[config.mk]
export PLATFORM = sky130hd
export DESIGN_NAME = rr_stream_mux
export DESIGN_NICKNAME = d
export VERILOG_FILES = /design/src/rtl/rr_stream_mux_pkg.sv /design/src/rtl/rr_stream_mux_arbiter.sv /design/src/rtl/rr_stream_mux.sv
export SDC_FILE = /design/constraint.sdc
export NUM_CORES = 1
export LEC_CHECK = 0
export CAP_MARGIN = 25
export CORE_UTILIZATION = 38
export CTS_CLUSTER_SIZE = 30
export DETAILED_ROUTE_END_ITERATION = 10
export GPL_ROUTABILITY_DRIVEN = 0
export GPL_TIMING_DRIVEN = 0
export PLACE_DENSITY_LB_ADDON = 0.08
export RECOVER_POWER = 25
export SLEW_MARGIN = 10
export SYNTH_ARGS = -nofsm -noshare
export SYNTH_HDL_FRONTEND = slang
export SYNTH_HIERARCHICAL = 1
export SYNTH_SLANG_ARGS = --single-unit
[constraint.sdc]
create_clock -name clk -period 4.38 [get_ports clk]
set_input_delay 1.314 -clock clk [delete_from_list [all_inputs] [get_ports clk]]
set_output_delay 1.314 -clock clk [all_outputs]
set_load 0.02 [all_outputs]
[src/rtl/rr_stream_mux_pkg.sv]
// Shared definitions for the round-robin stream mux: safe clog2 and lock FSM encodings.
package rr_stream_mux_pkg;

  // Select width never collapses to zero, even for a single channel.
  function automatic int unsigned safe_clog2(input int unsigned n);
    return (n <= 1) ? 1 : $clog2(n);
  endfunction

  localparam logic [0:0] ST_ARB    = 1'b0;
  localparam logic [0:0] ST_LOCKED = 1'b1;

endpackage

[src/rtl/rr_stream_mux_arbiter.sv]
// Combinational round-robin arbiter: first requester searching upward from ptr+1.
module rr_stream_mux_arbiter
  import rr_stream_mux_pkg::*;
#(
  parameter int unsigned CHANNELS = 4,
  localparam int unsigned SEL_WIDTH = safe_clog2(CHANNELS)
) (
  input  logic [CHANNELS-1:0]  req,
  input  logic [SEL_WIDTH-1:0] ptr,
  output logic [CHANNELS-1:0]  grant,
  output logic [SEL_WIDTH-1:0] grant_idx
);

  int unsigned cand;
  logic        found;

  // Modulo wrap keeps the search inside 0..CHANNELS-1 for non-power-of-two counts.
  always_comb begin
    grant     = '0;
    grant_idx = '0;
    found     = 1'b0;
    cand      = 0;
    for (int i = 1; i <= int'(CHANNELS); i++) begin
      cand = (32'(ptr) + 32'(i)) % CHANNELS;
      if (!found && req[cand]) begin
        found       = 1'b1;
        grant[cand] = 1'b1;
        grant_idx   = SEL_WIDTH'(cand);
      end
    end
  end

endmodule

[src/rtl/rr_stream_mux.sv]
// Merges CHANNELS valid/ready streams into one registered output stream with
// round-robin arbitration and optional packet-level grant locking.
module rr_stream_mux
  import rr_stream_mux_pkg::*;
#(
  parameter int unsigned WIDTH     = 32,
  parameter int unsigned CHANNELS  = 4,
  parameter int unsigned LOCK_MODE = 0,
  localparam int unsigned SEL_WIDTH = safe_clog2(CHANNELS)
) (
  input  logic                      clk,
  input  logic                      rst,
  input  logic [WIDTH*CHANNELS-1:0] in_data,
  input  logic [CHANNELS-1:0]       in_valid,
  input  logic [CHANNELS-1:0]       in_last,
  output logic [CHANNELS-1:0]       in_ready,
  output logic [WIDTH-1:0]          out_data,
  output logic                      out_valid,
  output logic                      out_last,
  output logic [SEL_WIDTH-1:0]      out_chan,
  input  logic                      out_ready
);

  logic [0:0]           state_q, state_d;
  logic [SEL_WIDTH-1:0] ptr_q, ptr_d;
  logic [CHANNELS-1:0]  ptr_onehot;
  logic [CHANNELS-1:0]  req;
  logic [CHANNELS-1:0]  grant;
  logic [SEL_WIDTH-1:0] grant_idx;
  logic                 load_en;
  logic                 accept;
  logic [WIDTH-1:0]     chan_data [CHANNELS];
  logic [WIDTH-1:0]     sel_data;
  logic                 sel_last;

  // While locked only the packet owner may request.
  always_comb begin
    ptr_onehot        = '0;
    ptr_onehot[ptr_q] = 1'b1;
    req = (state_q == ST_LOCKED) ? (in_valid & ptr_onehot) : in_valid;
  end

  rr_stream_mux_arbiter #(
    .CHANNELS (CHANNELS)
  ) u_arbiter (
    .req       (req),
    .ptr       (ptr_q),
    .grant     (grant),
    .grant_idx (grant_idx)
  );

  assign load_en  = !out_valid || out_ready;
  assign in_ready = rst ? '0 : (grant & {CHANNELS{load_en}});
  assign accept   = |(in_valid & in_ready);

  always_comb begin
    for (int i = 0; i < int'(CHANNELS); i++) begin
      chan_data[i] = in_data[i*WIDTH +: WIDTH];
    end
    sel_data = chan_data[grant_idx];
    sel_last = in_last[grant_idx];
  end

  // Next-state: pointer follows accepted grants; lock spans first beat to last beat.
  always_comb begin
    state_d = state_q;
    ptr_d   = ptr_q;
    if (accept) begin
      ptr_d = grant_idx;
      if (LOCK_MODE != 0) begin
        state_d = sel_last ? ST_ARB : ST_LOCKED;
      end
    end
  end

  always_ff @(posedge clk or posedge rst) begin
    if (rst) begin
      state_q   <= ST_ARB;
      ptr_q     <= SEL_WIDTH'(CHANNELS - 1);
      out_valid <= 1'b0;
      out_data  <= '0;
      out_last  <= 1'b0;
      out_chan  <= '0;
    end else begin
      state_q <= state_d;
      ptr_q   <= ptr_d;
      if (accept) begin
        out_valid <= 1'b1;
        out_data  <= sel_data;
        out_last  <= sel_last;
        out_chan  <= grant_idx;
      end else if (out_ready) begin
        out_valid <= 1'b0;
      end
    end
  end

endmodule

Word level (Yosys, flattened, before mapping)

Index checks and enable logic that the tools add are counted.

Flip-flop bits (word level): 38
Word-level logic and storage cells: 74

Add/sub/neg operators: 4
Magnitude comparators: 10
Mux-type cells: 35
Bitwise gates (word level): 6
Reduce and logical (&&, ||, !) cells: 14

Operators by type and width:

| cell                                                        | number |
|---|---|
| binary-select mux 32 bit (select 2 bit)                     | 1 |
| two-way mux 32 bit                                          | 2 |
| two-way mux 4 bit                                           | 5 |
| less-than comparator 2 x 3 -> 1 bit (second input constant) | 5 |
| two-way mux 1 bit                                           | 14 |
| OR 4 bit                                                    | 3 |
| binary-select mux 1 bit (select 2 bit)                      | 5 |
| bitwise AND 4 bit                                           | 2 |
| demux 1 bit (select 2 bit)                                  | 4 |
| >= comparator 2 x 1 -> 1 bit (second input constant)        | 4 |
| two-way mux 2 bit                                           | 4 |
| logical AND 1 bit                                           | 7 |
| adder 2 x 1 -> 2 bit (second input constant)                | 2 |
| adder 2 bit (second input constant)                         | 2 |
| logical NOT 1 bit                                           | 4 |
| OR reduction 4 bit                                          | 1 |
| >= comparator 3 bit (second input constant)                 | 1 |
| NOT 2 -> 3 bit                                              | 1 |
| nonzero test 2 bit                                          | 1 |
| logical OR 1 bit                                            | 1 |

Logic depth before layout (Yosys ltp)

Gate-level depths: netlist of run 1.

Depth in word-level cells: 18
Gate-level depth with buffers: 12

Hierarchy

Netlist of run 1, hierarchy kept.

By module, submodules not included:

| module                | times used | cells an instance | area an instance (sq um) |
|---|---|---|---|
| rr_stream_mux         | 1          | 131               | 2424.8 |
| rr_stream_mux_arbiter | 1          | 59                | 490.5 |

Least setup slack after synthesis of run 1

Ideal clock, no wire load.

Kind: in2out
Start: input in_valid[2]
End: output in_ready[1]
Arrival time: 2.589 ns
Required time: 3.066 ns
Slack: 0.477 ns
Cell stages on the path: 5
Buffers on the path: 1
Cells stage by stage: buf_6 > mux4_2 > a211oi_4 > a221o_1 > and2_1

Cells in the longest elaborated chain, start to end: 14

RTL lines:

| item                                    | RTL line                    | RTL |
|---|---|---|
| start: declaration                      | rr_stream_mux.sv:14         | `input logic [CHANNELS-1:0] in_valid,` |
| binary-select mux 1 bit (select 2 bit)  | rr_stream_mux_arbiter.sv:25 | `if (!found && req[cand]) begin` |
| two-way mux 1 bit (not written as such) | rr_stream_mux_arbiter.sv:25 |  |
| two-way mux 1 bit                       | rr_stream_mux_arbiter.sv:25 |  |
| logical NOT 1 bit                       | rr_stream_mux_arbiter.sv:25 |  |
| logical AND 1 bit                       | rr_stream_mux_arbiter.sv:25 |  |
| two-way mux 1 bit                       | rr_stream_mux_arbiter.sv:25 |  |
| logical NOT 1 bit                       | rr_stream_mux_arbiter.sv:25 |  |
| logical AND 1 bit                       | rr_stream_mux_arbiter.sv:25 |  |
| two-way mux 1 bit                       | rr_stream_mux_arbiter.sv:25 |  |
| logical NOT 1 bit                       | rr_stream_mux_arbiter.sv:25 |  |
| logical AND 1 bit                       | rr_stream_mux_arbiter.sv:25 |  |
| two-way mux 4 bit (*)                   | rr_stream_mux_arbiter.sv:25 |  |
| named net grant[1]                      | rr_stream_mux.sv:28         | `logic [CHANNELS-1:0] grant;` |
| bitwise AND 4 bit (*)                   | rr_stream_mux.sv:53         | `assign in_ready = rst ? '0 : (grant & {CHANNELS{load_en}});` |
| two-way mux 4 bit (*)                   | rr_stream_mux.sv:53         |  |
| end: declaration                        | rr_stream_mux.sv:16         | `output logic [CHANNELS-1:0] in_ready,` |

The timed path passes the listed nets; every way through them passes the cells marked *. The select of a mux whose other input is x is not followed.

Final worst setup path of run 1

Start: input in_valid[0]
End: output in_ready[0]

Same word-level chain as after synthesis.

==> metrics, run 1 <==
Die H 89.6 um; async set or reset register ratio after synthesis 100%; CP bufs+invs 3; Tcrit/Tclk final 97.6%; Vias approximately 2,500; Leakage Power between 2 and 2.5 nW; final worst slack ~0.1 ns; Setup CP Type input port to primary output; Critical Path RT a little over 3 ns; post-synthesis register bit count 38; share of layout cells above drive strength 1 a little under a third; Initial Util 39.8%; area share of fa/ha/maj cells after synthesis about 3.4%; GRT Total Usage 19.3%; clock skew roughly 0.0083 ns; commonest non-fill, non-tap cell in the layout clkdlybuf4s50_1; CTS tree built; CP arrival 2.96 ns; first-pass GRT wire length around 11,000 um; FF-to-FF End out_data[7]$_DFFE_PP0P_; PortBufs 178; syn nets about 340; Power Density 804 nW/um2; sequential area share after synthesis between 30 and 40%; drt total wl 8010 um; Hold Path Class flop to flop; Die Area roughly 8000 um2; min Tclk post-route ~4.3 ns; Post-Synth Simple-Gate Area under 10%; worst r2r src ptr_q[0]$_DFFE_PP1P_; r2r setup slk 0.64 ns; # rows 31; Slew Limit Fails 0; critical path's slowest cell mux4_2; Max-slew headroom between 5 and 6%; synth-to-layout area growth 72.1%; CP max stage delay around 0.57 ns; vias in the first global route roughly 2,400; core area about 7300 um2; post-synth top area share about 31%; CTS Hold Buffers Added 0; total power 4.04 mW; largest net degree at the start of global routing 39; DRT iter0 DRCs 65; H-tree levels 2; diodes inserted 0; clk buf depth 2; maximum VDD drop 0.000328 V; fmax between 0.2 and 0.25 GHz; CP startpoint kind input port; Synth Area in Compound Gates around 7.6%; Post-Place Setup Slack -0.641 ns; crit path capture type primary output; commonest cells after routing, fill and taps aside clkdlybuf4s50_1, dfrtp_1, mux4_2, mux2_4; Max Cap Viol 0; Avg Cell Area, Syn 15.3 um2; largest family of logic cells by synthesized area multiplexers; Crit Path Max Fanout 8; count of final setup violators 0; Synth area leader dfrtp_1; crit-path cells clkdlybuf4s15_2 > mux4_2 > buf_6 > nand2_1 > o21ai_1 > a221o_1 > and2_4 > buf_6; Inserted Clock Buffers 5; hpwl dp approximately 6200 um; Antenna Violating Nets Remaining 0; initial antenna violation count 0; RSZ-0062 raised after global routing no; crit path to in_ready[0]; clock sink count 38; status finished clean; leading post-synthesis cells by cell area dfrtp_1, mux4_2, mux2_4; clock slew at reported path FFs around 0.080 ns; root buf cell clkbuf_8; crit path launch in_valid[0]; IO Pins roughly 180; mux cell area share after synthesis a little under half; chip width 89.6 um; Primary FF master, synth dfrtp_1; Crit. path cell count 8; Post-route DRC 0; routed length per instance around 17 um; Post-synth EDFFs 0; drt pass-1 iters 4; R2R depth 12; xor/xnor cell area share of the yosys netlist 0%; GRT overflow 0; crit-path leading delay family multiplexers; Ys Warns 6; Yosys cell types 40; mapped cell area 2920 um2; most numerous cell on the critical path buf_6; endpoints failing hold 0; Nets roughly 530; Worst-Margin Slew 1.41 ns; vias per inst about 5; synthesized instance count 190; clock insertion delay at the later pin of the skew report a little under 0.3 ns
==> repair_timing <==
action / in CTS / in global routing
resized for setup: 30 / 4
setup buffers: 6 / 4
setup endpoints to repair: 4 / 4
pin swaps: 2 / 0
==> cells in the mapped netlist, types with 4 or more instances <==
master,number
dfrtp_1,36
mux4_2,31
mux2_4,28
mux2_2,10
nand2_1,9
ha_1,8
o21ai_1,6
buf_6,5
a221o_1,4
and2_1,4
inv_1,4
mux4_1,4
==> per-layer routing <==
| layer | vias to the layer above | share of wire, % | GRT usage [%] |
|---|---|---|---|
| li1 | 1141 | - | - |
| met1 | 1201 | 37 | 23.1 |
| met2 | 129 | 52 | 34.0 |
| met3 | 8 | 9.8 | 6.22 |
| met4 | 0 | 1.2 | 4.18 |
| met5 | - | 0 | 0 |
==> worst reg2reg max path: stages (launching register included) <==
cell,delay (ns)
dfstp_2,0.66
buf_4,0.22
inv_1,0.10
ha_1,0.41
mux4_2,0.42
buf_4,0.18
buf_4,0.12
o21ai_1,0.13
a2bb2oi_1,0.22
buf_6,0.21
buf_8,0.18
mux4_2,0.52
mux2_4,0.27
==> power breakdown <==
| part | internal [mW] | switching (mW) |
|---|---|---|
| clock | 0.228 | 0.131 |
| combinational | 1.76 | 1.24 |
| sequential | 0.554 | 0.125 |
==> worst min path at each step <==
stage	start	to	slack (ns)	depth (start not counted)
floorplan	out_chan[0]$_DFFE_PP0P_	out_chan[0]$_DFFE_PP0P_	0.64	1
global placement	out_data[8]$_DFFE_PP0P_	out_data[8]$_DFFE_PP0P_	0.49	1
detailed placement	out_data[8]$_DFFE_PP0P_	out_data[8]$_DFFE_PP0P_	0.49	1
CTS	out_chan[1]$_DFFE_PP0P_	out_chan[1]$_DFFE_PP0P_	0.51	1
global route	out_chan[0]$_DFFE_PP0P_	out_chan[0]$_DFFE_PP0P_	0.52	1
finish	out_data[29]$_DFFE_PP0P_	out_data[29]$_DFFE_PP0P_	0.51	1
==> through the flow <==
stage	hold slack (ns)	cells	utilization (%)	setup TNS [ns]	area (um2)
finish	0.510	484	68.4	0	5020
detailed placement	0.492	467	65.8	-3.64	4820
global placement	0.491	467	65.8	-2.83	4820
floorplan	0.636	190	-	0	2920
CTS	0.514	481	68.4	-0.00244	5010
global route	0.522	484	68.4	0	5020
==> registers in the layout, indices dropped and copies added, names as in the netlist <==
signal and cells:
out_chan 2, out_data 32, ptr_q 2, out_valid 1
out_last 1
==> cell families (layout without fill, tap and decap cells) <==
family	count (synthesis)	count (layout)
adders and majority gates	8	8
and+or+nand+nor	25	25
buffers and inverters	20	215
DFF	38	38
AOI/OAI and AO/OA	26	26
muxes	73	73
==> final cells by class <==
type,count,area (um2)
fill,536,2310
timing repair buffer,187,1830
multi-input combinational,132,1810
sequential,38,953
buffer,15,149
tap,99,124
clock buffer,5,68.8
clock inverter,3,68.8
inverter,5,18.8
Power figures use the tool's default switching activity.
==> inputs of run 2 (changes only) <==
TNS_END_PERCENT = 10   (was default)
==> run 2 against run 1 <==
  * Sequential power hardly changed
  * Worst hold slack unchanged
  * Setup slack got worse by 0.00076 ns
  * Largest power group unchanged
  * Design area did not move
==> metrics, run 2 (synthesized netlist as in run 1, its figures left out) <==
status finished clean; r2r setup slk 0.64 ns (about the same); hold path start out_data[29]$_DFFE_PP0P_; worst r2r src ptr_q[0]$_DFFE_PP1P_; vias in the first global route 2,355 (-0.13%); Max Cap Viol 0 (unchanged); share of layout cells above drive strength 1 30.6% (unchanged); Nets 531 (unchanged); chip width 89.6 um (unchanged); commonest non-fill, non-tap cell in the layout clkdlybuf4s50_1; drt total wl 8010 um (about the same); GRT overflow 0 (unchanged); FF-to-FF End out_data[7]$_DFFE_PP0P_; Setup CP Type input port to primary output; Sequential Area 953 um2 (unchanged); CP startpoint kind input port; root buf cell clkbuf_8; Leakage Power 2.05 nW (unchanged); Initial Util 39.8% (unchanged); H-tree levels 2 (unchanged); Die H 89.6 um (unchanged); Area after DPL 4820 um2 (unchanged); clock sink count 38 (unchanged); PortBufs 178 (unchanged); DRT iter0 DRCs 62 (-4.6%); Power Density 804 nW/um2 (about the same); CTS tree built; synth-to-layout area growth 72.1% (unchanged); hpwl dp 6240 um (unchanged); Inserted Clock Buffers 5 (unchanged); clock insertion delay at the later pin of the skew report 0.29 ns (about the same); setup TNS after final layout 0 ns (unchanged); Post-route DRC 0 (unchanged); CP arrival 2.96 ns (about the same); commonest cells after routing, fill and taps aside clkdlybuf4s50_1, dfrtp_1, mux4_2, mux2_4; diodes inserted 0 (unchanged); clk buf depth 2 (unchanged); Vias 2,479 (unchanged); Placed Instances 467 (unchanged); vias per inst 5.12 (unchanged); Multi-input gate area 1810 um2 (unchanged); largest net degree at the start of global routing 39 (unchanged); CTS Hold Buffers Added 0 (unchanged); Max-slew headroom 5.77% (unchanged); # rows 31 (unchanged); Finished Layout Cells 484 (unchanged); Filler Cell Count 536 (unchanged); Tcrit/Tclk final 97.7% (about the same); GRT Total Usage 19.3% (-0.020 points); maximum VDD drop 0.000328 V (unchanged); clock slew at reported path FFs 0.08 ns (about the same); Hold Path Class flop to flop; Slew Limit Fails 0 (unchanged); hold-critical path depth 1 (unchanged); Antenna Violating Nets Remaining 0 (unchanged); clock skew 0.00831 ns (-0.0000189 ns); Largest regs out_data (32), out_chan (2), ptr_q (2); endpoints failing hold 0 (unchanged); Hold EP out_data[29]$_DFFE_PP0P_; drt pass-1 iters 4 (unchanged); Crit Path Max Fanout 8 (unchanged); Worst-Margin Slew 1.41 ns (unchanged); core area 7330 um2 (unchanged); routed length per instance 16.5 um (about the same); first-pass GRT wire length 11,400 um (-0.12%); Die Area 8030 um2 (unchanged); Critical Path RT 3.07 ns (about the same); min Tclk post-route 4.28 ns (+0.000761 ns); R2R depth 12 (unchanged); Largest register FFs 32 (unchanged); IO Pins 179 (unchanged); crit path capture type primary output; post-layout instance area 5020 um2 (unchanged); Hold WS 0.510 ns (unchanged); count of final setup violators 0 (unchanged); initial antenna violation count 0 (unchanged); fmax 0.234 GHz (about the same); RSZ-0062 raised after global routing no; most flop-heavy register out_data
[run 2: worst max path at each step]
stage                              start           to  slack, ns
floorplan                    in_valid[2]  in_ready[1]       0.48
global placement             in_valid[1]  in_ready[2]      -0.61
detailed placement           in_valid[1]  in_ready[0]      -0.64
CTS                          in_valid[2]  in_ready[0]      -0.03
global route        ptr_q[0]$_DFFE_PP1P_  in_ready[0]     0.0006
finish                       in_valid[0]  in_ready[0]       0.10
[run 2: stage by stage]
step / utilization (%) / worst slack, ns / total power [mW]
2_1_floorplan: - / 0.477 / 2.81
3_3_place_gp: 65.8 / -0.615 / 3.61
3_5_place_dp: 65.8 / -0.641 / 3.65
4_1_cts: 68.3 / -0.0258 / 4.08
5_1_grt: 68.4 / 0.000611 / 4.28
6_report: 68.4 / 0.102 / 4.04
[run 2: critical path: stages]
cell	delay, ns
clkdlybuf4s15_2	0.26
mux4_2	0.57
buf_6	0.16
nand2_1	0.05
o21ai_1	0.05
a221o_1	0.28
and2_4	0.15
buf_6	0.12
[run 2: per-layer routing]
layer,vias to the layer above,GRT usage (%),wire (um)
li1,1141,-,-
met1,1203,23.0,2930
met2,127,34.0,4210
met3,8,6.22,784
met4,0,4.18,84
met5,-,0,0
[run 2: layout make-up]
cell class / count / share of cell area [%]
multi-input cells: 132 / 36.0
plain buffers: 15 / 2.97
flip-flops and latches: 38 / 19.0
clock buffers: 5 / 1.37
repair buffers: 187 / 36.4
well taps: 99 / 2.47
inverters: 5 / 0.374
clock inverters: 3 / 1.37
[run 2: power by group]
| group | internal [mW] | switching [mW] |
|---|---|---|
| Clock | 0.228 | 0.131 |
| Combinational | 1.76 | 1.24 |
| Sequential | 0.554 | 0.125 |
[run 2: repair_timing]
action,4_1_cts,5_1_grt
setup buffers,6,4
pin swaps,2,0
setup endpoints to repair,4,4
gates resized for setup,27,7
